===== src/rtl/writeback_arbiter.sv =====
// Writeback arbiter: merges the single-cycle ALU write path with a small
// in-order queue of memory/long-latency writes onto one register-file write
// port. The queue is protected from starvation by a saturating loss counter,
// and decode can ask whether a source register still has a write in flight.

// Per-slot hazard comparator: one instance per queue entry.
module wb_slot_match (
  input  logic       vld,
  input  logic [4:0] rd,
  input  logic [4:0] qry1,
  input  logic [4:0] qry2,
  output logic       hit1,
  output logic       hit2
);
  assign hit1 = vld && (rd == qry1);
  assign hit2 = vld && (rd == qry2);
endmodule

module writeback_arbiter #(
  parameter int FIFO_DEPTH   = 4,
  parameter int STARVE_LIMIT = 3
) (
  input  logic        clk,
  input  logic        rst_n,
  input  logic        aluValid,
  output logic        aluReady,
  input  logic [4:0]  aluRd,
  input  logic [31:0] aluData,
  input  logic        memValid,
  output logic        memReady,
  input  logic [4:0]  memRd,
  input  logic [31:0] memData,
  input  logic [4:0]  readRegister1,
  input  logic [4:0]  readRegister2,
  output logic        hazard1,
  output logic        hazard2,
  output logic        regWrite,
  output logic [4:0]  writeRegister,
  output logic [31:0] writeData
);

  localparam int PW = $clog2(FIFO_DEPTH);
  localparam int CW = $clog2(FIFO_DEPTH + 1);

  typedef struct packed {
    logic [4:0]  rd;
    logic [31:0] data;
  } wb_req_t;

  // Only r1..r15 exist; r0 and anything with bit 4 set are sinks.
  function automatic logic writable(input logic [4:0] rd);
    return (rd != 5'd0) && !rd[4];
  endfunction

  function automatic logic [PW-1:0] ptr_inc(input logic [PW-1:0] p);
    return (p == PW'(FIFO_DEPTH - 1)) ? '0 : p + PW'(1);
  endfunction

  // queue state
  wb_req_t [FIFO_DEPTH-1:0] q_ent;
  logic    [FIFO_DEPTH-1:0] q_vld;
  logic    [PW-1:0]         head;
  logic    [PW-1:0]         tail;
  logic    [CW-1:0]         count;
  logic    [3:0]            starve;

  // arbitration signals
  logic    q_empty;
  logic    forced;
  logic    alu_win;
  logic    q_win;
  logic    push;
  wb_req_t q_head;

  // Decide the single winner for this cycle from registered queue state.
  always_comb begin
    q_empty  = (count == '0);
    forced   = !q_empty && (starve == 4'(STARVE_LIMIT));
    // aluReady stays high through reset; requests are simply ignored then.
    aluReady = !rst_n || !forced;
    // No pop pass-through: a full queue refuses even if it pops this cycle.
    memReady = rst_n && (count < CW'(FIFO_DEPTH));
    alu_win  = rst_n && aluValid && !forced && writable(aluRd);
    q_win    = rst_n && !q_empty && !alu_win;
    push     = memValid && memReady && writable(memRd);
    q_head   = q_ent[head];
  end

  // Queue payload storage; contents are qualified by q_vld so need no reset.
  always_ff @(posedge clk) begin
    if (rst_n && push) begin
      q_ent[tail] <= '{rd: memRd, data: memData};
    end
  end

  // Queue pointers, occupancy and per-slot valid bits.
  always_ff @(posedge clk) begin
    if (!rst_n) begin
      head  <= '0;
      tail  <= '0;
      count <= '0;
      q_vld <= '0;
    end else begin
      if (push)  tail <= ptr_inc(tail);
      if (q_win) head <= ptr_inc(head);
      case ({push, q_win})
        2'b10:   count <= count + CW'(1);
        2'b01:   count <= count - CW'(1);
        default: count <= count;
      endcase
      // A push only lands on a free slot, so it never collides with the pop.
      for (int i = 0; i < FIFO_DEPTH; i++) begin
        if (push && (tail == PW'(i)))       q_vld[i] <= 1'b1;
        else if (q_win && (head == PW'(i))) q_vld[i] <= 1'b0;
      end
    end
  end

  // Count consecutive losses of a non-empty queue; saturate at the limit.
  always_ff @(posedge clk) begin
    if (!rst_n) begin
      starve <= '0;
    end else if (q_empty || q_win) begin
      starve <= '0;
    end else if (alu_win && (starve != 4'(STARVE_LIMIT))) begin
      starve <= starve + 4'd1;
    end
  end

  // Register the winner onto the register-file write port.
  always_ff @(posedge clk) begin
    if (!rst_n) begin
      regWrite      <= 1'b0;
      writeRegister <= '0;
      writeData     <= '0;
    end else if (alu_win) begin
      regWrite      <= 1'b1;
      writeRegister <= aluRd;
      writeData     <= aluData;
    end else if (q_win) begin
      regWrite      <= 1'b1;
      writeRegister <= q_head.rd;
      writeData     <= q_head.data;
    end else begin
      regWrite      <= 1'b0;
    end
  end

  // Hazard lookup: every live queue slot plus the write now on the port.
  logic [FIFO_DEPTH-1:0] slot_hit1;
  logic [FIFO_DEPTH-1:0] slot_hit2;

  for (genvar g = 0; g < FIFO_DEPTH; g++) begin : g_slot
    wb_slot_match u_match (
      .vld  (q_vld[g]),
      .rd   (q_ent[g].rd),
      .qry1 (readRegister1),
      .qry2 (readRegister2),
      .hit1 (slot_hit1[g]),
      .hit2 (slot_hit2[g])
    );
  end

  // Combine slot hits and the in-flight port write; suppressed in reset.
  always_comb begin
    hazard1 = rst_n && writable(readRegister1) &&
              ((|slot_hit1) || (regWrite && (writeRegister == readRegister1)));
    hazard2 = rst_n && writable(readRegister2) &&
              ((|slot_hit2) || (regWrite && (writeRegister == readRegister2)));
  end

endmodule


===== config.mk =====
export PLATFORM = sky130hd
export DESIGN_NAME = writeback_arbiter
export DESIGN_NICKNAME = d
export VERILOG_FILES = /design/src/rtl/writeback_arbiter.sv
export SDC_FILE = /design/constraint.sdc
export NUM_CORES = 1
export LEC_CHECK = 0
export BUFFER_PORTS_ARGS = -buffer_cell sky130_fd_sc_hd__buf_2
export CORE_MARGIN = 8
export CORE_UTILIZATION = 25
export DETAILED_ROUTE_END_ITERATION = 12
export PLACE_DENSITY = 0.52
export SLEW_MARGIN = 20
export SYNTH_ARGS = -nofsm -noshare
export SYNTH_HDL_FRONTEND = slang
export SYNTH_HIERARCHICAL = 1
export SYNTH_SLANG_ARGS = --single-unit

===== constraint.sdc =====
create_clock -name clk -period 7.75 [get_ports clk]
set_clock_uncertainty 0.05 [all_clocks]
set_input_delay 1.1625 -clock clk [delete_from_list [all_inputs] [get_ports clk]]
set_output_delay 1.1625 -clock clk [all_outputs]
set_load 0.005 [all_outputs]

==> flow_metrics.env, run 1 <==
export IMPL_drt_iter0_drc=316
export IMPL_netSwitchingPower_uw=632.9
export IMPL_power_frac_comb_pct=12.0
export IMPL_synth_edff_count=148
export IMPL_worstMarginPinSlew_ps=1039
export IMPL_routed_wl_um=22100
export IMPL_tritoncts="done"
export IMPL_grt_pass1_vias=5384
export IMPL_yosysTopAreaCellShare_pct=52.77
export IMPL_worstPathArrival_ps=2770
export IMPL_viasPerCell=4.433
export IMPL_yosys_area_top_type="edfxtp_1"
export IMPL_via_count=5173
export IMPL_powerDensity_nw_per_um2=253.1
export IMPL_post_cts_setup_buffers=0
export IMPL_hp_class="flop to flop"
export IMPL_grt_pass1_wl_um=33040
export IMPL_p_seq_share_pct=49.0
export IMPL_p_int_uw=1947
export IMPL_drt_pass1_iterations=7
export IMPL_fp_dieArea_um2=39820
export IMPL_die_width_um=199.5
export IMPL_critPathCaptureType="output pin"
export IMPL_gp_congestion=0.7819
export IMPL_clock_sinks=201
export IMPL_reg2reg_slack_ps=4690
export IMPL_wire_per_inst_um=18.94
export IMPL_die_h_um=199.5
export IMPL_setup_tns_ps=0
export IMPL_synth_flop_cell="edfxtp_1"
export IMPL_preCtsSetupSlack_ps=3686
export IMPL_syn_avg_cell_area_um2=14.60
export IMPL_maxSlewViolCount=0
export IMPL_crit_path_max_fanout=45
export IMPL_hold_viol=0
export IMPL_io_pins=130
export IMPL_synth_distinct_cells=41
export IMPL_clk_latency_ps=520
export IMPL_grt_max_degree=46
export IMPL_status="completed"
export IMPL_h_tree_depth=1
export IMPL_slew_headroom_pct=30.74
export IMPL_numCtsBuffers=22
export IMPL_clock_fmax_mhz=251.3
export IMPL_postRouteAntennaNets=0
export IMPL_setup_slack_ps=3771
export IMPL_area_delta_synth_final_pct=21.01
export IMPL_clk_path_buf_depth=3
export IMPL_initial_core_util_pct=25.24
export IMPL_path_class="primary input to output pin"
export IMPL_antenna_found_initial=6
export IMPL_drive_gt1_share_pct=31.48
export IMPL_syn_area_um2=8422
export IMPL_grt_usage_pct=10.98
export IMPL_drv_cap=0
export IMPL_grt_overflow_total=0
export IMPL_p_leak_uw=0.003543
export IMPL_critPathRequiredTime_ps=6540
export IMPL_fp_coreArea_um2=33360
export IMPL_nets=801
export IMPL_clkPwrFrac_pct=39.0
export IMPL_cts_clk_slew_worst_paths_ps=60
export IMPL_row_count=67
export IMPL_rsz0062_at_grt="no"
export IMPL_syn_inst=577
export IMPL_root_buffer="clkbuf_16"
export IMPL_async_reset_ff_share_pct=0
export IMPL_hold_buffers=0
export IMPL_post_route_period_util_pct=51.34
export IMPL_period_minus_slack_ps=3979
export IMPL_yosysSeqAreaShare_pct=65.37
export IMPL_syn_nets=676
export IMPL_dp_hpwl_um=14640
export IMPL_ir_drop_mv=0.1494
export IMPL_yosysMostFrequentCell="edfxtp_1"
export IMPL_place_port_buffers=129
export IMPL_ys_seq_elements=201
export IMPL_drc_errors=0
export IMPL_synthTopCellsByArea="edfxtp_1, dfxtp_1, mux4_2, xor2_1, a21oi_1"
export IMPL_synthTopCellsByCount="edfxtp_1, a21oi_1, nand2_1"
export IMPL_yosysWarnings=6
export IMPL_crit_path_start_kind="primary input"
export IMPL_netSwitchingFraction_pct=24.53
export IMPL_cts_resized=0
export IMPL_final_setup_viol_count=0
metal layers:
metal | track usage, % | vias up | wire, um
met5 | 0 | - | 51
met4 | 2.452 | 8 | 326
met3 | 3.503 | 30 | 1668
met2 | 17.10 | 154 | 10110
met1 | 14.77 | 2550 | 9937
li1 | - | 2431 | -
cell usage in the layout (no fill, tap or decap), types with 3 or more instances in the layout:
master     instances
a21boi_2           4
a21oi_1           64
a31oi_1           10
and3_1             9
buf_2            129
buf_4              4
clkbuf_1           6
clkbuf_16         22
clkbuf_8           3
clkinv_2           5
dfxtp_1           51
edfxtp_1         148
ha_1              10
inv_1             10
inv_2              4
mux4_2            37
nand2_1           54
nor2_1            14
nor2b_1            4
nor4_1            13
o21ai_0           30
o21ai_2            4
xnor2_1           11
xor2_1            39
metrics by stage:
step           instance area (um^2)  std cells  total power [uW]  util, %  hold slack (ps)
6_report                      10190       1167              2580    30.54            400.5
3_5_place_dp                   9490       1126              1607    28.44            387.8
3_3_place_gp                   9490       1126              1604    28.44            386.5
2_1_floorplan                  8422        577              1476        -            367.6
4_1_cts                       10190       1166              2617    30.54            402.3
5_1_grt                       10190       1166              2702    30.54            428.2
power groups by stage:
stage | Clock, uW | Combinational (uW) | Sequential (uW)
6_report | 1010 | 309 | 1260
3_3_place_gp | 0 | 312 | 1290
3_5_place_dp | 0 | 316 | 1290
4_1_cts | 1030 | 317 | 1270
2_1_floorplan | 0 | 230 | 1250
5_1_grt | 1080 | 345 | 1280
path summary, 6_finish.rpt:
path	start	end	depth (start not counted)
worst max register to register	count[2]	count[2]	9
worst min register to register	starve[0]	starve[0]	1
worst max-delay path	rst_n	aluReady	4
worst min-delay path	starve[0]	starve[0]	1
cell type report:
type                       instances  area [um^2]
antenna                            1        2.502
clock buffer                      31        614.3
clock inverter                     9        83.83
sequential                       201         5510
tap                              448        560.5
timing repair buffer             133        675.6
fill                            3414        23170
inverter                          14        52.55
multi-input combinational        330         2691
worst max-delay path: stages:
cell and delay [ps]:
buf_2 310, o31a_2 920, nand2_1 170, buf_2 200
state kept, by name, summed over array words and instances (netlist names):
name	flops
count	3
head	2
q_ent	148
q_vld	4
regWrite	1
starve	4
tail	2
writeData	32
writeRegister	5
cell families (layout without fill, tap and decap cells):
logic type	count (synthesis)	count (layout)	share of synthesized area (%)
AOI/OAI and AO/OA	120	120	8.305
xor gates and xnor gates	50	50	5.200
adders and majority gates	11	11	1.723
buffers and inverters	46	187	2.719
DFF	201	201	65.37
muxes	39	39	10.13
other	0	1	0
and+or+nand+nor	110	110	6.552
Power figures use the tool's default switching activity.
==> inputs of run 2 (changes only) <==
==> constraint.sdc (replaced) <==
create_clock -name clk -period 3.9 [get_ports clk]
set_clock_uncertainty 0.05 [all_clocks]
set_input_delay 0.585 -clock clk [delete_from_list [all_inputs] [get_ports clk]]
set_output_delay 0.585 -clock clk [all_outputs]
set_load 0.005 [all_outputs]
==> flow_metrics.env, run 2 (synthesis gave the netlist of run 1 again) <==
export IMPL_status="completed"
export IMPL_slew_headroom_pct=30.06
export IMPL_viasPerCell=4.428
export IMPL_maxSlewViolCount=0
export IMPL_power_frac_comb_pct=11.4
export IMPL_grt_pass1_vias=5521
export IMPL_post_route_period_util_pct=77.29
export IMPL_via_count=5199
export IMPL_drt_iter0_drc=301
export IMPL_clk_path_buf_depth=3
export IMPL_root_buffer="clkbuf_16"
export IMPL_critPathRequiredTime_ps=3260
export IMPL_p_int_uw=4101
export IMPL_grt_max_degree=45
export IMPL_rsz0062_at_grt="no"
export IMPL_initial_core_util_pct=25.24
export IMPL_clock_sinks=201
export IMPL_routed_wl_um=22330
export IMPL_preCtsSetupSlack_ps=875.9
export IMPL_clk_latency_ps=530
export IMPL_postRouteAntennaNets=0
export IMPL_antenna_found_initial=3
export IMPL_cpLargestDelayFamily="simple AND/OR/NAND/NOR gates"
export IMPL_p_leak_uw=0.003608
export IMPL_crit_path_start_kind="flop"
export IMPL_top_regs="q_ent (148), writeData (32), writeRegister (5)"
export IMPL_clkPwrFrac_pct=42.4
export IMPL_hold_viol=0
export IMPL_numCtsBuffers=24
export IMPL_grt_overflow_total=0
export IMPL_io_pins=130
export IMPL_drt_pass1_iterations=5
export IMPL_netSwitchingFraction_pct=24.65
export IMPL_crit_chain="xor2_1 > nor4_1 > and3_1 > or4_1 > a31oi_1 > nor4b_1 > buf_2"
export IMPL_drc_errors=0
export IMPL_drv_cap=0
export IMPL_p_seq_share_pct=46.2
export IMPL_cts_resized=0
export IMPL_h_tree_depth=1
export IMPL_powerDensity_nw_per_um2=525.8
export IMPL_ir_drop_mv=0.2941
export IMPL_place_port_buffers=129
export IMPL_tritoncts="done"
export IMPL_max_stage_delay_ps=530
export IMPL_grt_pass1_wl_um=33690
export IMPL_hp_class="primary input to flop"
export IMPL_clock_fmax_mhz=331.8
export IMPL_final_setup_viol_count=0
export IMPL_placed_area_um2=9513
export IMPL_drive_gt1_share_pct=32.28
export IMPL_wire_per_inst_um=19.02
export IMPL_dp_hpwl_um=14180
export IMPL_setup_slack_ps=885.7
export IMPL_largest_reg_flops=148
export IMPL_period_minus_slack_ps=3014
export IMPL_crit_path_max_fanout=3
export IMPL_path_class="flop to output pin"
export IMPL_worstPathArrival_ps=2380
export IMPL_hold_buffers=0
export IMPL_die_width_um=199.5
export IMPL_gp_congestion=0.7593
export IMPL_die_h_um=199.5
export IMPL_worstMarginPinSlew_ps=1048
export IMPL_netSwitchingPower_uw=1342
export IMPL_fp_dieArea_um2=39820
export IMPL_slowest_stage="or4_1"
export IMPL_row_count=67
export IMPL_post_cts_setup_buffers=0
export IMPL_setup_tns_ps=0
export IMPL_grt_usage_pct=11.04
export IMPL_fp_coreArea_um2=33360
export IMPL_cts_clk_slew_worst_paths_ps=60
export IMPL_fin_area_um2=10350
export IMPL_top_register="q_ent"
export IMPL_final_common_cell="edfxtp_1"
export IMPL_crit_buf_inv=1
export IMPL_nets=806
export IMPL_critPathCaptureType="output pin"
export IMPL_final_cell_mix="edfxtp_1, buf_2, a21oi_1, nand2_1, dfxtp_1"
export IMPL_area_delta_synth_final_pct=22.91
-- run 2: path summary, 6_finish.rpt --
path | to | cells after the start | startpoint | slack [ps]
max | hazard1 | 7 | q_ent[33] | 890
min | q_ent[29] | 1 | memData[29] | 220
max reg2reg | count[2] | 10 | starve[0] | 1200
min reg2reg | starve[0] | 1 | starve[0] | 400
-- run 2: stage by stage --
| stage | instances | total power, uW | hold slack (ps) | util [%] |
|---|---|---|---|---|
| 2_1_floorplan | 577 | 2932 | 367.6 | - |
| 3_3_place_gp | 1129 | 3195 | 392.7 | 28.51 |
| 3_5_place_dp | 1129 | 3201 | 400.0 | 28.51 |
| 4_1_cts | 1173 | 5525 | 187.3 | 31.01 |
| 5_1_grt | 1173 | 5674 | 189.1 | 31.02 |
| 6_report | 1174 | 5443 | 219.7 | 31.02 |
-- run 2: power by group through the flow --
| stage | clock [uW] | combinational [uW] | sequential [uW] |
|---|---|---|---|
| after floorplan | 0 | 458 | 2470 |
| after global placement | 0 | 629 | 2570 |
| after detailed placement | 0 | 633 | 2570 |
| after CTS | 2360 | 636 | 2520 |
| after global routing | 2440 | 690 | 2540 |
| final | 2310 | 622 | 2510 |
-- run 2: layout make-up --
type / instances / area [um^2]
clock inverter: 15 / 185.2
inverter: 14 / 53.80
sequential: 201 / 5510
tap: 448 / 560.5
clock buffer: 29 / 649.4
timing repair buffer: 136 / 698.2
multi-input combinational: 330 / 2691
antenna: 1 / 2.502
fill: 3433 / 23010
-- run 2: per-layer routing --
metal,track usage (%),routed length (um),up-vias
met3,2.543,1231,35
met5,0,8,-
met2,17.87,10190,143
met1,14.91,10440,2580
li1,-,-,2439
met4,2.398,465,2
